**src/rtl/fetch_stage.sv**
```systemverilog
// Instruction fetch stage: program counter sequencing with jump, call/return and a
// bounded LIFO return-address stack that raises sticky overflow/underflow flags.
module fetch_stage #(
    parameter int PC_W  = 10,
    parameter int STK_D = 4
) (
    input  logic                     clk,
    input  logic                     reset,
    input  logic                     s_inc,
    input  logic [PC_W-1:0]          dir,
    input  logic                     call,
    input  logic                     ret,
    input  logic                     stall,
    output logic [PC_W-1:0]          pc,
    output logic [$clog2(STK_D):0]   depth,
    output logic                     stk_ovf,
    output logic                     stk_unf
);

    localparam int AW = $clog2(STK_D);
    localparam int DW = AW + 1;

    logic [PC_W-1:0] pc_q, pc_d;
    logic [DW-1:0]   depth_q, depth_d;
    logic            ovf_q, ovf_d;
    logic            unf_q, unf_d;
    logic [PC_W-1:0] stk_q [STK_D];
    logic [PC_W-1:0] stk_d [STK_D];

    logic [PC_W-1:0] pc_inc;
    logic [DW-1:0]   depth_dec;
    logic [AW-1:0]   top_idx;
    logic [AW-1:0]   push_idx;

    assign pc_inc    = pc_q + PC_W'(1);
    assign depth_dec = depth_q - DW'(1);
    assign top_idx   = depth_dec[AW-1:0];
    assign push_idx  = depth_q[AW-1:0];

    // Priority: stall > ret > call > jump > increment.
    always_comb begin
        pc_d    = pc_q;
        depth_d = depth_q;
        ovf_d   = ovf_q;
        unf_d   = unf_q;
        stk_d   = stk_q;
        if (!stall) begin
            if (ret) begin
                if (depth_q != '0) begin
                    pc_d    = stk_q[top_idx];
                    depth_d = depth_dec;
                end else begin
                    unf_d = 1'b1;
                    pc_d  = pc_inc;
                end
            end else if (call) begin
                if (depth_q < DW'(STK_D)) begin
                    stk_d[push_idx] = pc_inc;
                    depth_d         = depth_q + DW'(1);
                end else begin
                    ovf_d = 1'b1;
                end
                pc_d = dir;
            end else if (!s_inc) begin
                pc_d = dir;
            end else begin
                pc_d = pc_inc;
            end
        end
    end

    always_ff @(posedge clk or negedge reset) begin
        if (!reset) begin
            pc_q    <= '0;
            depth_q <= '0;
            ovf_q   <= 1'b0;
            unf_q   <= 1'b0;
            for (int i = 0; i < STK_D; i++) begin
                stk_q[i] <= '0;
            end
        end else begin
            pc_q    <= pc_d;
            depth_q <= depth_d;
            ovf_q   <= ovf_d;
            unf_q   <= unf_d;
            stk_q   <= stk_d;
        end
    end

    assign pc      = pc_q;
    assign depth   = depth_q;
    assign stk_ovf = ovf_q;
    assign stk_unf = unf_q;

endmodule
```
**config.mk**
```make
export PLATFORM = sky130hd
export DESIGN_NAME = fetch_stage
export DESIGN_NICKNAME = d
export VERILOG_FILES = /design/src/rtl/fetch_stage.sv
export SDC_FILE = /design/constraint.sdc
export NUM_CORES = 1
export LEC_CHECK = 0
export CORE_AREA = 4 4 56 108
export CTS_CLUSTER_DIAMETER = 50
export CTS_CLUSTER_SIZE = 10
export DETAILED_ROUTE_END_ITERATION = 8
export DIE_AREA = 0 0 60 112
export HOLD_SLACK_MARGIN = 0.08
export PLACE_DENSITY_LB_ADDON = 0.3
export SETUP_SLACK_MARGIN = 0.2
export SLEW_MARGIN = 20
export SYNTH_ARGS = -nofsm -noshare
export SYNTH_HDL_FRONTEND = slang
export SYNTH_SLANG_ARGS = --single-unit
export TNS_END_PERCENT = 50
```
**constraint.sdc**
```tcl
create_clock -name clk -period 2.67 [get_ports clk]
set_clock_uncertainty 0.2 [all_clocks]
set_input_delay 0.4005 -clock clk [delete_from_list [all_inputs] [get_ports clk]]
set_output_delay 0.4005 -clock clk [all_outputs]
set_load 0.03 [all_outputs]
```
# Yosys cells after proc, flatten, opt, wreduce, memory -nomap -nowiden
# Cells that the tools add are included.
[totals] reg_bits=55 in_bits=16 out_inout_bits=15 word_cells=44
[op_classes] addsub=3 order_cmp=4 n_eq_ne=1 n_mux=14 bitwise=6 reduce_logical=8
[op_table] operator="two-way mux 10 bit" count=7
[op_table] operator="bitwise mux 40 bit" count=1
[op_table] operator="binary-select mux 10 bit (select 2 bit)" count=1
[op_table] operator="demux 10 bit (select 2 bit)" count=1
[op_table] operator="two-way mux 3 bit" count=4
[op_table] operator="AND reduction 4 bit" count=3
[op_table] operator="adder 10 x 1 -> 10 bit, second input constant" count=1
[op_table] operator="greater-or-equal comparator 3 bit, second input constant" count=2
[op_table] operator="inverter 2 -> 3 bit" count=2
[op_table] operator="inverter 1 bit" count=4
[op_table] operator="nonzero test 2 bit" count=2
[op_table] operator="adder 3 x 1 -> 3 bit, second input constant" count=1
[op_table] operator="less-than comparator 3 x 1 -> 1 bit, second input constant" count=1
[op_table] operator="less-than comparator 3 bit, second input constant" count=1
[op_table] operator="AND reduction 3 bit" count=1
[op_table] operator="nonzero test 3 bit" count=1
[op_table] operator="subtractor 3 x 1 -> 3 bit, second input constant" count=1
[op_table] operator="inequality test 2 x 1 -> 1 bit, second input constant" count=1
[op_table] operator="logical AND 1 bit" count=1

# Longest topological paths before layout
# Gate-level depths: netlist (run 1).
[depth] ltp_word=7 mapped_depth=8 mapped_depth_nobuf=6

# Worst setup path before layout (run 1)
# Ideal clock, no wire load.
[synth_path] path_kind="register to register" start="register depth_q[0], in the netlist depth[0]" end="register pc_q[7], in the netlist pc[7]" setup_time_ns=0.119 t_arrival_ns=2.233 setup_slack_ns=0.118 path_stages_with_launch=9 path_buffers=2 path_cell_list="dfrtp_1 -> buf_6 -> inv_1 -> ha_1 -> clkbuf_1 -> mux4_1 -> a221oi_1 -> o31ai_1 -> o21a_1"
[synth_via] elab_chain_cells=7
[synth_rtl] element="from (decl)" line_no="24" rtl="logic [DW-1:0] depth_q, depth_d;"
[synth_rtl] element="from (signal assigned)" line_no="83" rtl="depth_q <= depth_d;"
[synth_rtl] element="subtractor 3 x 1 -> 3 bit" line_no="36" rtl="assign depth_dec = depth_q - DW'(1);"
[synth_rtl] element="via depth_dec[0]" line_no="31" rtl="logic [DW-1:0] depth_dec;"
[synth_rtl] element="inverter 2 -> 3 bit (not written as such)" line_no="50" rtl="pc_d = stk_q[top_idx];"
[synth_rtl] element="binary-select mux 10 bit (select 2 bit)" line_no="50"
[synth_rtl] element="two-way mux 10 bit (not written as such) (2 in a row)" line_no="50"
[synth_rtl] element="two-way mux 10 bit" line_no="49" rtl="if (depth_q != '0) begin"
[synth_rtl] element="two-way mux 10 bit" line_no="48" rtl="if (ret) begin"
[synth_rtl] element="to (signal assigned)" line_no="82" rtl="pc_q <= pc_d;"
[synth_rtl] element="to (decl)" line_no="23" rtl="logic [PC_W-1:0] pc_q, pc_d;"
# The timed path passes the listed nets, and every way through them passes these cells. The select of a mux whose other input is x is not followed.
# A chain may end at the register's enable or synchronous reset.

# Worst setup path in the final report (run 1)
[layout_path] start="register depth_q[0], in the netlist depth[0]" end="output depth[0]"
[layout_rtl] element="to (decl)" line_no="15" rtl="output logic [$clog2(STK_D):0] depth,"
# No word-level cell between the ends.

==> impl_results.md, run 1 <==
- Status: completed
- Port buffer count: 30
- Placed insts: 348
- Syn Inst Count: 266
- Tightest Pin Transition: 0.691 ns
- Post-synth EDFFs: 0
- DR vias/cell: 5.79
- Slowest-stage cell, CP: clkdlybuf4s50_1
- First-pass GRT wire length: 9960 um
- RR Startpoint: depth[1]
- Final #Nets: 320
- Setup TNS: 0 ns
- DRC viols: 0
- Max Freq: 447 MHz
- Synth warnings: 0
- Post-synthesis simple-gate area fraction: 13.1%
- Vias in the first global route: 2118
- Total design power: 3.43 mW
- Worst R2R Path Depth: 6
- Die area: 6720 um^2
- Post-synth top area cell: dfrtp_1
- Worst hold path type: reg2reg
- Main combinational cell family by area after synthesis: compound AO/OA/AOI/OAI gates
- CP peak stage delay: 0.72 ns
- Initial antenna violation count: 0
- Critical Path Start Type: flop
- Worst reg2reg setup slack: 0.47 ns
- Multiplexer share of the synthesized area: 10.5%
- Largest net degree at the start of global routing: 56
- Max-slew violations: 0
- Tmin final: 2.24 ns
- Via count: 2066
- Fin area: 3240 um^2
- LEAKAGE: 1.44 nW
- Final core occ: 62.5%
- Max-cap violation count: 0
- Setup violators final: 0
- Max-slew headroom: 53.9%
- Cell Count, Final, Fillers Out: 357
- CP Data Arrival Time: 1.64 ns
- Post-synth ARST share: 100%
- Area contributors post-synth: dfrtp_1 (50%), mux4_1 (8.6%), o21ai_0 (8.0%), nand2_1 (6.8%), ha_1 (2.7%)
- Period utilization: 83.8%
- Register clock-pin slew on the reported worst setup and hold paths: 0.10 ns
- Worst Setup End Kind: output port
- Yosys top cell area share: 50.0%
- Slack of the critical path: 0.431 ns
- RSZ-0062 raised after global routing: no
- CTS Buffer Depth: 2
- CTS tree: yes
- Starting Density: 53.0%
- Post-route ant nets: 0
- TritonCTS Buffers: 5
- Number of diodes: 0
- Peak VDD IR: 0.638 mV
- Post-Place Setup Slack: 0.186 ns
- Clock H-tree levels: 2
- Critical R2R Capture: pc[9]
- WP data required: 2.07 ns
- Share of layout cells above drive strength 1: 9.70%
- Rows: 37
- TritonRoute pass-1 iters: 4
- Core area: 5180 um^2
- 1st-iter DRT viols: 89
- Avg Cell Area, Syn: 10.3 um^2
- Synth Cell Area: 2750 um^2
- Root Driver: clkbuf_8
- Compound-gate portion of the synthesized area: 16.6%
- XOR/XNOR Fraction of Synth Area: 3.18%
- Gpl congestion: 0.849
- I/O pins: 31
- Synth-to-Final Area Change: 17.7%
- Final hold violation count: 0
- Routed WL: 5850 um
- Hold Crit Endpoint: stk_ovf
- Synth cell types: 44
- Die height: 112 um
- Hold path cells: 1
- Synthesized net count: 288
- Critical path type: reg2out
- Register area share after synthesis: 50.0%
- Cell area power density: 1060 nW/um^2
- Critical path cell sequence: buf_4 -> clkdlybuf4s50_1
- Hold Crit Start: stk_ovf
- Gr ovfl total: 0
- #FFs+latches synth: 55
- Adder-Cell Fraction of Synth Area: 2.73%
- DP Area: 3120 um^2
- CTS sink count: 55
- Clk Latency, worst-skew pair: 0.31 ns
- WL/cell: 16.4 um
- HPWL after detailed placement: 4310 um
- Crit Path Max Fanout: 14
- Top FF cell, synth: dfrtp_1
- Fin Hold WS: 0.278 ns
- Chip width: 60 um
- Tot GR Track Use: 19.7%
[synth_stat cells (2+ instances only)]
master    number
nand2_1       50
clkbuf_1       9
a221oi_1       3
a211oi_1       5
a21oi_1        9
nand3_1        4
buf_2          3
inv_1          8
nor4_1         2
mux4_1         9
dfrtp_1       55
mux2i_1        3
o21a_1         2
xor2_1         4
o21ai_0       44
and3_1         2
o22ai_1        2
nor3_1         3
nor2_1        13
xnor2_1        6
ha_1           6
o31ai_1        2
[report_power, final]
part / switching (mW) / internal (mW) / leakage (nW)
logic: 0.789 / 0.672 / 0.680
registers: 0.239 / 1.18 / 0.704
clock network: 0.270 / 0.280 / 0.0514
[per-layer routing]
| metal | global-route usage, % | wire [um] |
|---|---|---|
| met3 | 4.06 | 201 |
| met5 | 0 | 0 |
| met2 | 33.0 | 3200 |
| met1 | 23.5 | 2300 |
| met4 | 8.73 | 146 |
[worst max-delay path: cells and delay by family, from the launching register on]
family | cells | cell delay (ns)
buffers and inverters | 2 | 0.96
DFF | 1 | 0.37
[repair_timing]
item                      4_1_cts  5_1_grt
buffers inserted                0        0
gates resized for setup         0        0
hold buffers                    1        0
hold endpoints to repair       55        0
[kinds of logic (layout without fill, tap and decap cells)]
logic type                 count (synthesis)  count (layout)
xor gates and xnor gates                  10              10
DFF                                       55              55
adders and majority gates                  6               6
buffers and inverters                     24              57
muxes                                     13              13
and+or+nand+nor                           82              82
AOI/OAI and AO/OA                         76              76
[worst max path at each step]
| stage | start | endpoint | slack (ns) | cells after the start |
|---|---|---|---|---|
| finish | depth[0] | depth[0] | 0.43 | 2 |
| floorplan | depth[0] | pc[7] | 0.24 | 8 |
| global placement | ret | stk_q[39] | 0.29 | 6 |
| global route | ret | stk_q[33] | 0.37 | 6 |
| CTS | depth[0] | depth[0] | 0.41 | 2 |
| detailed placement | ret | stk_q[37] | 0.19 | 6 |
[cell type report]
cell class | instances | area, um^2
sequential | 55 | 1380
timing repair buffer | 41 | 380
fill | 449 | 1950
inverter | 8 | 30.0
tap | 58 | 72.6
clock inverter | 2 | 37.5
clock buffer | 6 | 72.6
multi-input combinational | 187 | 1270
[sequential cells by signal (all words and copies together) (netlist names)]
register / count
depth: 3
pc: 10
stk_ovf: 1
stk_q: 40
stk_unf: 1
[cells in the final DEF (no fill, tap or decap), drive strengths merged, types with 5 or more instances in the layout]
cell type	netlist	routed
o21ai	44	44
clkbuf	10	6
nand3	5	5
xnor2	6	6
ha	6	6
a21oi	10	10
inv	8	8
a211oi	5	5
clkdlybuf4s50	0	29
nand2	50	50
nor2	14	14
mux4	10	10
dfrtp	55	55
buf	6	11
Power figures use the tool's default switching activity.
==> run 2: changes to the inputs <==
--- a/config.mk
+++ b/config.mk
@@ -5,11 +5,11 @@
 export SDC_FILE = /design/constraint.sdc
 export NUM_CORES = 1
 export LEC_CHECK = 0
-export CORE_AREA = 4 4 56 108
+export CORE_AREA = 4 4 58 112
 export CTS_CLUSTER_DIAMETER = 50
 export CTS_CLUSTER_SIZE = 10
 export DETAILED_ROUTE_END_ITERATION = 8
-export DIE_AREA = 0 0 60 112
+export DIE_AREA = 0 0 62 116
 export HOLD_SLACK_MARGIN = 0.08
 export PLACE_DENSITY_LB_ADDON = 0.3
 export SETUP_SLACK_MARGIN = 0.2
==> constraint.sdc (replaced) <==
create_clock -name clk -period 1.85 [get_ports clk]
set_clock_uncertainty 0.2 [all_clocks]
set_input_delay 0.2775 -clock clk [delete_from_list [all_inputs] [get_ports clk]]
set_output_delay 0.2775 -clock clk [all_outputs]
set_load 0.03 [all_outputs]
==> run 2 against run 1 <==
Effect of this change:
- first-iteration DRC count up 73%
- die area increased by 7.0%
- register-to-register slack worse by 0.59 ns
- cell area is 15% higher
- via count is 6.2% higher
- global-route usage increased by 0.49 points
- clock power up 76%
- non-clock buffer count rose by 34
- the flow now finishes with violations (negative setup slack)
- cell count is 10% higher
- routed wire length up 13%
- critical path type is now reg2reg
- core utilization is 2.8 points higher
==> impl_results.md, run 2 (synthesis gave the netlist of run 1 again) <==
- Status: complete, but fails checks
- Failing checks: negative setup slack
- Post-route ant nets: 0
- CP top delay family: flip-flops
- Number of diodes: 0
- Core area: 5710 um^2
- Peak VDD IR: 1.12 mV
- Bufs and invs on worst path: 2
- Largest net degree at the start of global routing: 56
- TritonRoute pass-1 iters: 4
- First-pass GRT wire length: 10600 um
- Largest reg by FF count: stk_q
- Period utilization: 106%
- HPWL after detailed placement: 4790 um
- Die area: 7190 um^2
- Port buffer count: 30
- Slowest-stage cell, CP: dfrtp_2
- Met2 Usage GRT: 35.0%
- RSZ-0062 raised after global routing: yes
- Total design power: 5.70 mW
- Most Used Layer, Global Route: met2
- WP data required: 1.82 ns
- CP peak stage delay: 0.45 ns
- Max-slew headroom: 77.8%
- Met1 Use GR: 22.8%
- Tot GR Track Use: 20.2%
- Most common library cell in the layout ignoring fill and taps: nand2_1
- Tightest Pin Transition: 0.332 ns
- Setup TNS: -0.561 ns
- CTS tree: yes
- Chip width: 62 um
- Max Freq: 508 MHz
- Worst hold path type: reg2reg
- Tmin final: 1.97 ns
- Register clock-pin slew on the reported worst setup and hold paths: 0.07 ns
- Slack of the critical path: -0.119 ns
- Rows: 39
- 1st-iter DRT viols: 154
- Clock H-tree levels: 2
- LEAKAGE: 1.68 nW
- Routed WL: 6590 um
- WL/cell: 16.7 um
- Max-cap violation count: 0
- M3 GR Usage: 3.57%
- Share of layout cells above drive strength 1: 31.5%
- Hold path cells: 1
- Starting Density: 48.2%
- Max-slew violations: 0
- Final hold violation count: 0
- Critical path type: reg2reg
- Commonest non-fill, non-tap cells in the layout: nand2_1 (49), dfrtp_1 (46), buf_4 (39)
- Crit Path Max Fanout: 6
- Critical Path Start Type: flop
- Initial antenna violation count: 0
- Post-Place Setup Slack: -0.204 ns
- DP Area: 3440 um^2
- Max FFs per register: 40
- Worst Setup End Kind: flop
- Via count: 2194
- Gr ovfl total: 0
- DRC viols: 0
- Vias in the first global route: 2213
- Final #Nets: 354
- Cell area power density: 1530 nW/um^2
- Clk Latency, worst-skew pair: 0.29 ns
- CTS Buffer Depth: 2
- Die height: 116 um
- TritonCTS Buffers: 5
- Root Driver: clkbuf_16
- CP Depth: 6
- DR vias/cell: 5.57
- Setup violators final: 9
- CTS sink count: 55
- Fin area: 3720 um^2
- Worst R2R Path Depth: 6
- CP Data Arrival Time: 1.94 ns
- Gpl congestion: 0.857
- Critical path cell sequence: inv_4 -> ha_4 -> buf_4 -> mux4_2 -> a211oi_2 -> o21ai_0
- Synth-to-Final Area Change: 35.4%
- I/O pins: 31
- Final core occ: 65.2%
## run 2: changes by cell type in the layout (fill, tap and decap cells not counted), moves of 5 or more
cell / change
dfrtp_1: -8
o21ai_1: +9
dfrtp_2: +8
dlygate4sd2_1: +5
clkbuf_16: +5
buf_4: +29
o21ai_0: -9
buf_12: +5
clkdlybuf4s50_1: -16
## run 2: power breakdown
group          switching, mW  leakage [nW]  internal [mW]
clock network          0.425        0.0731          0.541
logic                   1.35         0.908           1.31
registers              0.356         0.696           1.71
total                   2.13          1.68           3.57
## run 2: final cells by class
type / instances / area [um^2]
Clock buffer: 6 / 139
Tap cell: 61 / 76.3
Multi-Input combinational cell: 187 / 1400
Clock inverter: 2 / 16.3
Inverter: 8 / 32.5
Timing Repair Buffer: 75 / 672
Fill cell: 432 / 1980
Sequential cell: 55 / 1390
## run 2: through the flow
stage	hold WS [ns]	std cells
2_1_floorplan	-0.218	266
3_3_place_gp	0.0910	379
3_5_place_dp	0.0969	379
4_1_cts	0.275	390
5_1_grt	0.293	394
6_report	0.270	394
## run 2: what timing repair did
action,CTS,global route
hold buffers,1,0
gates resized for setup,35,40
pin swaps,2,6
hold endpoints to repair,55,0
setup endpoints to repair,64,47
buffers inserted,2,4
## run 2: final timing paths
check | startpoint | endpoint | slack [ns]
min | stk_unf | stk_unf | 0.27
max reg2reg | depth[0] | pc[4] | -0.12
min reg2reg | stk_unf | stk_unf | 0.27
max in group asynchronous | reset | depth[0] | 0.87
max | depth[0] | pc[4] | -0.12
min in group asynchronous | reset | stk_unf | 0.31
## run 2: per-layer routing
| metal | vias up | routed length (um) |
|---|---|---|
| met5 | - | 0 |
| met4 | 0 | 194 |
| met3 | 13 | 246 |
| met2 | 38 | 3620 |
| met1 | 1066 | 2530 |
| li1 | 1077 | - |
==> run 3: changes to the inputs <==
--- a/config.mk
+++ b/config.mk
@@ -7,11 +7,10 @@
 export LEC_CHECK = 0
 export CORE_AREA = 4 4 58 112
 export CTS_CLUSTER_DIAMETER = 50
-export CTS_CLUSTER_SIZE = 10
 export DETAILED_ROUTE_END_ITERATION = 8
 export DIE_AREA = 0 0 62 116
-export HOLD_SLACK_MARGIN = 0.08
-export PLACE_DENSITY_LB_ADDON = 0.3
+export HOLD_SLACK_MARGIN = 0.06
+export PLACE_DENSITY = 0.71
 export SETUP_SLACK_MARGIN = 0.2
 export SLEW_MARGIN = 20
 export SYNTH_ARGS = -nofsm -noshare
==> run 3 against run 2 <==
Effect of this change:
- the flow still finishes with violations (negative setup slack)
- fmax increased by 1.5%
- power rose by 3.6%
- critical path depth stayed put
- worst hold slack lost 0.0095 ns
- cell count is 1.3% higher
- combinational power is 9.0% higher
- worst setup slack gained 0.030 ns
- via count up 3.0%
- clock power shrank 5.2%
- non-clock buffer count rose by 5
- cell area is 1.4% higher
- largest power group unchanged
==> impl_results.md, run 3 (synthesis gave the netlist of run 1 again) <==
- Commonest non-fill, non-tap cells in the layout: nand2_1 (49), dfrtp_1 (48), buf_4 (40)
- Via count: 2259
- Tightest Pin Transition: 0.333 ns
- TritonCTS Buffers: 5
- Final hold violation count: 0
- WL/cell: 17.8 um
- Largest net degree at the start of global routing: 56
- CTS Buffer Depth: 2
- Total design power: 5.90 mW
- Number of diodes: 0
- CTS tree: yes
- Hold path cells: 1
- Gr ovfl total: 0
- Vias in the first global route: 2298
- Max-slew violations: 0
- Max FFs per register: 40
- DRC viols: 0
- Clock H-tree levels: 2
- Die height: 116 um
- Core area: 5710 um^2
- CTS sink count: 55
- Starting Density: 48.2%
- Synth-to-Final Area Change: 37.4%
- Failing checks: negative setup slack
- Most common library cell in the layout ignoring fill and taps: nand2_1
- Final core occ: 66.2%
- First-pass GRT wire length: 11200 um
- Register clock-pin slew on the reported worst setup and hold paths: 0.07 ns
- Largest reg by FF count: stk_q
- Worst R2R Path Depth: 6
- Routed WL: 7100 um
- RSZ-0062 raised after global routing: yes
- Clk Latency, worst-skew pair: 0.29 ns
- LEAKAGE: 1.69 nW
- Period utilization: 105%
- Gpl congestion: 0.850
- Crit Path Max Fanout: 6
- Slack of the critical path: -0.0894 ns
- Tot GR Track Use: 21.4%
- Peak VDD IR: 1.12 mV
- Max Freq: 516 MHz
- Final #Nets: 359
- Chip width: 62 um
- Rows: 39
- Tmin final: 1.94 ns
- Post-route ant nets: 0
- 1st-iter DRT viols: 131
- Initial antenna violation count: 0
- I/O pins: 31
- CP Data Arrival Time: 1.92 ns
- Share of layout cells above drive strength 1: 37.3%
- Status: complete, but fails checks
- Root Driver: clkbuf_16
- DR vias/cell: 5.66
- TritonRoute pass-1 iters: 4
- Port buffer count: 30
- WP data required: 1.83 ns
- Max-cap violation count: 0
- HPWL after detailed placement: 5170 um
- Die area: 7190 um^2
- Max-slew headroom: 77.8%
- Critical path type: reg2reg
- Setup violators final: 6
- Worst hold path type: reg2reg
- Critical Path Start Type: flop
- Worst Setup End Kind: flop
- Cell area power density: 1560 nW/um^2
[run 3: cell types whose count changed in the layout (fill, tap and decap cells not counted), moves of 3 or more]
cell | before | now
o21ai_2 | 0 | 9
mux4_2 | 4 | 9
clkbuf_2 | 4 | 7
mux4_1 | 6 | 1
o21ai_0 | 35 | 26
[run 3: stage by stage]
step | setup TNS [ns] | cell area (um^2) | hold slack, ns | setup slack (ns) | cells
3_3_place_gp | -4.73 | 3450 | 0.0948 | -0.189 | 381
5_1_grt | -1.01 | 3780 | 0.297 | -0.177 | 399
4_1_cts | -0.427 | 3660 | 0.264 | -0.105 | 394
2_1_floorplan | -1.73 | 2820 | -0.218 | -0.291 | 266
6_report | -0.251 | 3780 | 0.261 | -0.0894 | 399
3_5_place_dp | -6.61 | 3450 | 0.101 | -0.197 | 381
[run 3: what timing repair did]
item | 4_1_cts | 5_1_grt
pin swaps | 3 | 16
endpoints found under the setup margin | 65 | 51
hold buffers | 1 | 0
cloned | 0 | 0
endpoints found under the hold margin | 55 | 0
buffers inserted | 4 | 5
resized for setup | 44 | 59
[run 3: layout make-up]
class / instances / area [um^2]
Clock buffer: 6 / 129
Tap cell: 61 / 76.3
Inverter: 8 / 32.5
Fill cell: 435 / 1930
Clock inverter: 2 / 12.5
Timing Repair Buffer: 80 / 708
Sequential cell: 55 / 1390
Multi-Input combinational cell: 187 / 1440
[run 3: where the power goes]
part           switching (mW)  leakage (nW)  internal, mW
logic                    1.47         0.924          1.42
clock network           0.417        0.0669         0.500
registers               0.379         0.698          1.71
[run 3: critical path: stages (launching register included)]
cell and delay, ns:
dfrtp_2 0.44, inv_4 0.05, ha_4 0.29, mux4_2 0.30, a221o_1 0.34, nor3_2 0.13
nor3_1 0.07
[run 3: path summary, 6_finish.rpt]
check	slack, ns	end	from
max in group asynchronous	0.86	depth[1]	reset
worst min register to register	0.26	stk_ovf	stk_ovf
worst max register to register	-0.09	pc[9]	depth[0]
worst max-delay path	-0.09	pc[9]	depth[0]
min in group asynchronous	0.31	stk_unf	reset
worst min-delay path	0.26	stk_ovf	stk_ovf
[run 3: routing by layer]
layer | share of wire, % | up-vias | routed length, um | track usage (%)
li1 | - | 1084 | - | -
met1 | 38 | 1126 | 2710 | 24.3
met2 | 57 | 37 | 4020 | 37.0
met3 | 2.7 | 12 | 189 | 5.02
met4 | 2.7 | 0 | 189 | 8.78
met5 | 0 | - | 0 | 0
